**src/rtl/fp_div_pkg.sv**
```systemverilog
// fp_div_pkg: shared width helpers and defaults for the signed fixed-point divider
//   prod_w  : width of the dividend x reciprocal product
//   rnd_pos : bit position of the round-half-up constant
//   sat_max : most positive signed pattern for a given word length
//   sat_min : most negative signed pattern for a given word length
package fp_div_pkg;

    localparam int DEF_WI      = 10;
    localparam int DEF_WF      = 10;
    // Shared with the fp_sRec instantiation so both pipelines stay aligned.
    localparam int DEF_REC_LAT = 4;

    function automatic int prod_w(input int wl, input int wio, input int wfo);
        return wl + wio + wfo;
    endfunction

    function automatic int rnd_pos(input int wfo);
        return wfo - 1;
    endfunction

    function automatic logic [127:0] sat_max(input int wl);
        return (128'd1 << (wl - 1)) - 128'd1;
    endfunction

    function automatic logic [127:0] sat_min(input int wl);
        return 128'd1 << (wl - 1);
    endfunction

endpackage

```
**src/rtl/fp_delay_line.sv**
```systemverilog
// fp_delay_line: CE-gated, asynchronously cleared shift register
//   CLK, nRST : clock, async active-low clear
//   CE        : advance enable
//   d         : word entering the line
//   q         : word delayed by DEPTH enabled cycles
module fp_delay_line #(
    parameter int DEPTH = 4,
    parameter int W     = 8
) (
    input  logic         CLK,
    input  logic         nRST,
    input  logic         CE,
    input  logic [W-1:0] d,
    output logic [W-1:0] q
);

    logic [W-1:0] sr_q [DEPTH];

    always_ff @(posedge CLK or negedge nRST) begin
        if (!nRST) begin
            for (int i = 0; i < DEPTH; i++) sr_q[i] <= '0;
        end else if (CE) begin
            sr_q[0] <= d;
            for (int i = 1; i < DEPTH; i++) sr_q[i] <= sr_q[i-1];
        end
    end

    assign q = sr_q[DEPTH-1];

endmodule

```
**src/rtl/fp_sdiv_post.sv**
```systemverilog
// fp_sdiv_post: dividend x reciprocal post-multiply with round, saturate and div-by-zero
//   CLK, nRST, CE : clock, async active-low reset, clock enable
//   in_valid      : dividend/divisor pair presented this cycle
//   din_a         : dividend, signed WI.WF
//   div0_in       : divisor is zero
//   rec           : reciprocal from fp_sRec, signed WIO.WFO, REC_LAT cycles later
//   out_valid     : dout holds a new quotient
//   dout          : quotient, signed WI.WF, saturated
//   ovf           : saturation or divide-by-zero for this dout
module fp_sdiv_post
    import fp_div_pkg::*;
#(
    parameter int WI      = DEF_WI,
    parameter int WF      = DEF_WF,
    parameter int WL      = WI + WF,
    parameter int WIO     = WF + 2,
    parameter int WFO     = WI + WL,
    parameter int REC_LAT = DEF_REC_LAT
) (
    input  logic               CLK,
    input  logic               nRST,
    input  logic               CE,
    input  logic               in_valid,
    input  logic [WL-1:0]      din_a,
    input  logic               div0_in,
    input  logic [WIO+WFO-1:0] rec,
    output logic               out_valid,
    output logic [WL-1:0]      dout,
    output logic               ovf
);

    localparam int RW = WIO + WFO;
    localparam int PW = prod_w(WL, WIO, WFO);
    localparam logic [PW-1:0] RND     = PW'(1) << rnd_pos(WFO);
    localparam logic [WL-1:0] SAT_MAX = WL'(sat_max(WL));
    localparam logic [WL-1:0] SAT_MIN = WL'(sat_min(WL));

    logic          v_dl, z_dl;
    logic [WL-1:0] a_dl;

    fp_delay_line #(.DEPTH(REC_LAT), .W(WL + 2)) u_align (
        .CLK  (CLK),
        .nRST (nRST),
        .CE   (CE),
        .d    ({in_valid, div0_in, din_a}),
        .q    ({v_dl, z_dl, a_dl})
    );

    // Both operands are sign-extended to the product width, so the low PW
    // bits of the unsigned product are the exact two's complement result.
    logic [PW-1:0] p_d, p_q;
    logic          v1_q, z1_q, s1_q, nz1_q;

    assign p_d = {{(PW-WL){a_dl[WL-1]}}, a_dl} * {{(PW-RW){rec[RW-1]}}, rec};

    always_ff @(posedge CLK or negedge nRST) begin
        if (!nRST) begin
            p_q   <= '0;
            v1_q  <= 1'b0;
            z1_q  <= 1'b0;
            s1_q  <= 1'b0;
            nz1_q <= 1'b0;
        end else if (CE) begin
            p_q   <= p_d;
            v1_q  <= v_dl;
            z1_q  <= z_dl;
            s1_q  <= a_dl[WL-1];
            nz1_q <= |a_dl;
        end
    end

    // |p| <= 2^(PW-2), so adding the rounding constant cannot wrap.
    logic [PW-1:0] rnd;
    logic [WIO:0]  hi;
    logic          fits, ovf_d;
    logic [WL-1:0] dout_d;
    logic          unused_rnd;

    always_comb begin
        rnd    = p_q + RND;
        hi     = rnd[PW-1:WFO+WL-1];
        fits   = (&hi) | ~(|hi);
        dout_d = z1_q ? (s1_q ? SAT_MIN : (nz1_q ? SAT_MAX : '0))
               : fits ? rnd[WFO+WL-1:WFO]
               : (rnd[PW-1] ? SAT_MIN : SAT_MAX);
        ovf_d  = z1_q | ~fits;
    end

    assign unused_rnd = ^rnd[WFO-1:0];

    logic          ov_q, ovf_q;
    logic [WL-1:0] dout_q;

    always_ff @(posedge CLK or negedge nRST) begin
        if (!nRST) begin
            ov_q   <= 1'b0;
            dout_q <= '0;
            ovf_q  <= 1'b0;
        end else if (CE) begin
            ov_q <= v1_q;
            if (v1_q) begin
                dout_q <= dout_d;
                ovf_q  <= ovf_d;
            end
        end
    end

    assign out_valid = ov_q;
    assign dout      = dout_q;
    assign ovf       = ovf_q;

endmodule

```
**config.mk**
```make
export PLATFORM = sky130hd
export DESIGN_NAME = fp_sdiv_post
export DESIGN_NICKNAME = d
export VERILOG_FILES = /design/src/rtl/fp_div_pkg.sv /design/src/rtl/fp_delay_line.sv /design/src/rtl/fp_sdiv_post.sv
export SDC_FILE = /design/constraint.sdc
export NUM_CORES = 2
export LEC_CHECK = 0
export CAP_MARGIN = 25
export CORE_UTILIZATION = 50
export CTS_CLUSTER_SIZE = 24
export DETAILED_ROUTE_END_ITERATION = 8
export HOLD_SLACK_MARGIN = 0.02
export PLACE_DENSITY = 0.72
export SLEW_MARGIN = 10
export SYNTH_ARGS = -nofsm -noshare
export SYNTH_HDL_FRONTEND = slang
export SYNTH_SLANG_ARGS = --single-unit
export TNS_END_PERCENT = 20
```
**constraint.sdc**
```tcl
create_clock -name CLK -period 12.9 [get_ports CLK]
set_input_delay 3.225 -clock CLK [delete_from_list [all_inputs] [get_ports CLK]]
set_output_delay 3.225 -clock CLK [all_outputs]
set_load 0.05 [all_outputs]
```
* Yosys cells after proc, flatten, opt, wreduce, memory -nomap -nowiden
Index checks and enable logic that the tools add are counted.
Operators by class: add/sub/neg operators 1, multipliers 1, muxes and demuxes 5, bitwise operators 4, reductions and logical operators 4
Operator list (count):
- 2-to-1 mux 20 bit | 4
- adder 62 x 30 -> 62 bit, second input constant | 1
- multiplier 20 x 42 -> 62 bit | 1
- OR reduction 20 bit | 1
- 2-to-1 mux 19 bit | 1
- AND reduction 13 bit | 1
- OR reduction 13 bit | 1
- NOT 1 bit | 2
- bitwise OR 1 bit | 2
- AND reduction 2 bit | 1
Storage, ports and cells: register bits after elaboration 176, output and inout port bits 22, logic and storage cells 27

* Logic depth before layout (Yosys ltp)
word-level depth 6, depth in mapped cells 27, mapped depth without buffers 25

* Hierarchy
A second synthesis with hierarchy kept.
Unflattened totals: cells, all modules 3625, area total of the unflattened synthesis 34360.5 um^2
By module, submodules not included:
- fp_sdiv_post | times used 1, cells each 3417, area an instance 30852.1 um^2
- fp_delay_line | times used 1, cells each 208, area an instance 3508.4 um^2

* Least setup slack after synthesis
Ideal clock, no wire load.
path kind in2reg, start point in rec[19], end point reg p_q[55], arrival time 9713 ps, slack 3116 ps, stages on the path 22, buffers on the path 1, cell sequence clkbuf_1 nand2_1 fa_1 fa_1 fa_1 inv_1 fa_1 fa_1 fa_1 inv_1 fa_1 inv_1 ha_1 a21o_1 a311o_1 a311o_1 a41o_1 a31oi_1 a2bb2oi_1 a221oi_1 or4_1 nand4_1
On the way: cells in the longest elaborated chain, start to end 1
RTL lines:
- start, declared | line fp_sdiv_post.sv:26 | input logic [WIO+WFO-1:0] rec,
- multiplier 20 x 42 -> 62 bit | line fp_sdiv_post.sv:54 | assign p_d = {{(PW-WL){a_dl[WL-1]}}, a_dl} * {{(PW-RW){rec[RW-1]}}, rec};
- end signal, assigned | line fp_sdiv_post.sv:64 | p_q <= p_d;
- end, declared | line fp_sdiv_post.sv:51 | logic [PW-1:0] p_d, p_q;
Every way passes these cells. A chain may end at the register's enable or synchronous reset.

* Worst setup path after layout
start point in rec[24], end point reg p_q[55]
Same word-level chain as after synthesis.

==> results by group <==
Run
  – Max Cap Violations: 0

Finish
  – Area Overhead vs Synth: 6.07%
  – Final instance area: 0.0369 mm²
  – N_diodes: 0
  – Fillers: 6244
  – Final net count: 4689
  – Layout cells sized above 1: 5.88%
  – Commonest non-fill, non-tap cell in the layout: inv_1
  – Most frequent cells in the layout: inv_1, fa_1, nand2_1
  – Fin util: 53.8%

Worst hold path
  – Hold Path Class: reg -> reg
  – Min-Delay Startpoint: u_align.q[20]$_DFFE_PN0P_

Synthesis
  – Avg Cell Area, Syn: 9.34 µm²
  – Syn_nets: 4758
  – Post-Syn Area: 0.0348 mm²
  – Register area share after synthesis: 10.6%
  – Synth cell types: 75
  – Async S/R FF share, synth: 100%
  – Post-synth EDFFs: 0
  – Main synth FF type: dfrtp_1
  – Post-synthesis register bit count: 147
  – Post-Syn Instances: 3727
  – Yosys warns: 0

Placed design
  – Dpl cell area: 0.0363 mm²
  – Port buffer count: 88
  – Final GP Congestion: 0.911
  – DP HPWL: 66300 µm

GRT
  – GR Util All Layers: 26.6%
  – First-pass GRT wire length: 147000 µm
  – Busiest grt layer: met2
  – Largest net degree at the start of global routing: 104
  – GRT met3 Usage: 4.67%
  – Initial antenna violation count: 4
  – Met1 Resource Use GR: 34.6%
  – Met2 Resource Use GR: 46.3%
  – Grt ovf: 0
  – Vias in the first global route: 27.5k

STA
  – Slew Viols, Final: 0
  – Setup TNS Final: 0 ns
  – Final Hold Fails: 0
  – Fmax: 89.0 MHz
  – Tmin final: 11.23 ns
  – Worst Tran Pin Value: 1.13 ns
  – # setup viols final: 0
  – Slew margin rel.: 24.8%
  – Unrepaired setup endpoints after global routing: no
  – Skew final: 0.00788 ns
  – Fin crit share: 87.1%

Clock network
  – Root Buffer: clkbuf_16
  – Setup Fix Bufs, Post-CTS: 0
  – Num CTS Buffers: 17
  – Post_cts resized: 0
  – CTS tree: built
  – Clock Latency Late Sink: 0.44 ns
  – Clock buffer depth: 2
  – H-tree depth: 4
  – Worst-path clk slew: 0.06 ns
  – Clock Sinks: 147
  – Hold buffers post-CTS: 0

Critical path
  – CP Capture Type: flop
  – Worst Setup Start Kind: input port
  – Most common cell on crit path: fa_1
  – CP Data Required Time: 13.27 ns
  – Beginning of the critical path: rec[24]
  – R2r startpoint: u_align.q[12]$_DFFE_PN0P_
  – Crit path cell chain: clkdlybuf4s50_1 > and2_1 > fa_1 > fa_1 > inv_1 > fa_1 > inv_1 > fa_1 > fa_1 > fa_1 > inv_1 > fa_1 > inv_1 > ha_1 > a21o_1 > a311o_1 > a311o_1 > a41o_1 > a31oi_1 > a2bb2oi_1 > a221oi_1 > or4_1 > nand4_1
  – Slowest Stage Delay on Critical Path: 1.00 ns
  – Crit-path max FO: 20
  – Crit-path slowest cell: clkdlybuf4s50_1
  – CP bufs+invs: 5
  – Worst Path Arrival: 11.60 ns
  – Critical path class: in -> reg
  – Top delay family on crit path: adder cells

Floorplanning
  – # IOs: 89
  – Die footprint: 0.0707 mm²
  – Initial Util: 50.7%
  – Site Rows: 96
  – Die H: 266 µm
  – Core area: 0.0687 mm²
  – Die Wd: 266 µm

Detailed routing
  – Routed Antenna Nets: 0
  – First-pass DRT Iterations: 5
  – Drt drc: 0
  – Drt via density: 5.35
  – WL/cell: 18.8 µm
  – Initial DRC Count: 1500
  – Via count: 24.6k
  – Post-Route WL: 86400 µm

Run status
  – Status: completed
## metrics by stage
stage / cells / hold WS (ns) / setup WS, ns
3_3_place_gp: 4567 / 0.465 / 1.40
4_1_cts: 4599 / 0.486 / 1.80
3_5_place_dp: 4567 / 0.471 / 1.38
6_report: 4602 / 0.483 / 1.67
5_1_grt: 4602 / 0.502 / 1.49
2_1_floorplan: 3727 / 0.449 / 3.12
## per-layer routing
metal / wire, µm / up-vias
li1: - / 10767
met3: 6570 / 154
met1: 34200 / 12770
met2: 43700 / 922
met5: 38 / -
met4: 1910 / 6
## Yosys cell counts, drive strengths merged, types with 8 or more instances
cell type  number  area (µm²)
mux2          113        1270
o21bai         10        75.1
clkbuf        209         796
and3           12        80.1
dfrtp         147        3680
nand2         544        2040
a21oi          76         418
a21o           21         158
o211ai          8        60.1
nor2           92         345
nand4          24         171
and2          331        2070
o21ai          38         190
ha            149        1860
fa            815       16300
nand2b         14        87.6
nor4           12         105
a31oi          10        62.6
xnor2          41         359
o21a            9        67.6
nor3           11        55.1
a211oi          8        77.6
xor2           19         166
inv           888        3330
nor2b          10        62.6
nand3          30         150
## cells by family (layout without fill, tap and decap cells)
group                    count (synthesis)  in the layout  share of synthesized area, %
AO/OA/AOI/OAI                          230            230                          4.52
XOR/XNOR                                60             60                          1.51
adder cells (fa/ha/maj)                964            964                          52.2
buffers and inverters                 1106           1050                          12.1
flip-flops                             147            147                          10.6
multiplexers                           115            115                          3.71
AND/OR/NAND/NOR                       1105           1105                          15.4
## registers in the layout, summed over array words and instances (netlist names)
| name | cells |
|---|---|
| z1_q | 1 |
| u_align.sr_q | 66 |
| p_q | 33 |
| u_align.q | 22 |
| out_valid | 1 |
| nz1_q | 1 |
| v1_q | 1 |
| dout | 20 |
| s1_q | 1 |
| ovf | 1 |
## cell type report
class	instances	area (µm²)	share of cell area (%)
multi-input combinational	2474	26900	72.9
sequential	147	3680	9.96
inverter	889	3340	9.03
timing repair buffer	129	1220	3.30
tap	931	1160	3.15
clock buffer	19	433	1.17
clock inverter	13	160	0.434
## worst register-to-register path: cells and delay by family (launching register included)
family / cells / cell delay (ns)
DFF: 1 / 0.56
and+or+nand+nor: 3 / 0.78
buffers and inverters: 4 / 0.70
AOI/OAI and AO/OA: 7 / 2.34
adders and majority gates: 8 / 3.88
## worst paths after layout
| kind | to | slack, ns | depth (start not counted) |
|---|---|---|---|
| setup reg to reg | p_q[55]$_DFFE_PN0P_ | 4.58 | 22 |
| hold reg to reg | z1_q$_DFFE_PN0P_ | 0.48 | 2 |
| setup / recovery | p_q[55]$_DFFE_PN0P_ | 1.67 | 23 |
| hold / removal | z1_q$_DFFE_PN0P_ | 0.48 | 2 |
| min in group asynchronous | p_q[46]$_DFFE_PN0P_ | 2.60 | 1 |
| max in group asynchronous | p_q[42]$_DFFE_PN0P_ | 9.52 | 2 |
Power is left out: the tool's default activity adds up to more than one toggle a clock period on the data nets, which glitch-free logic cannot reach.
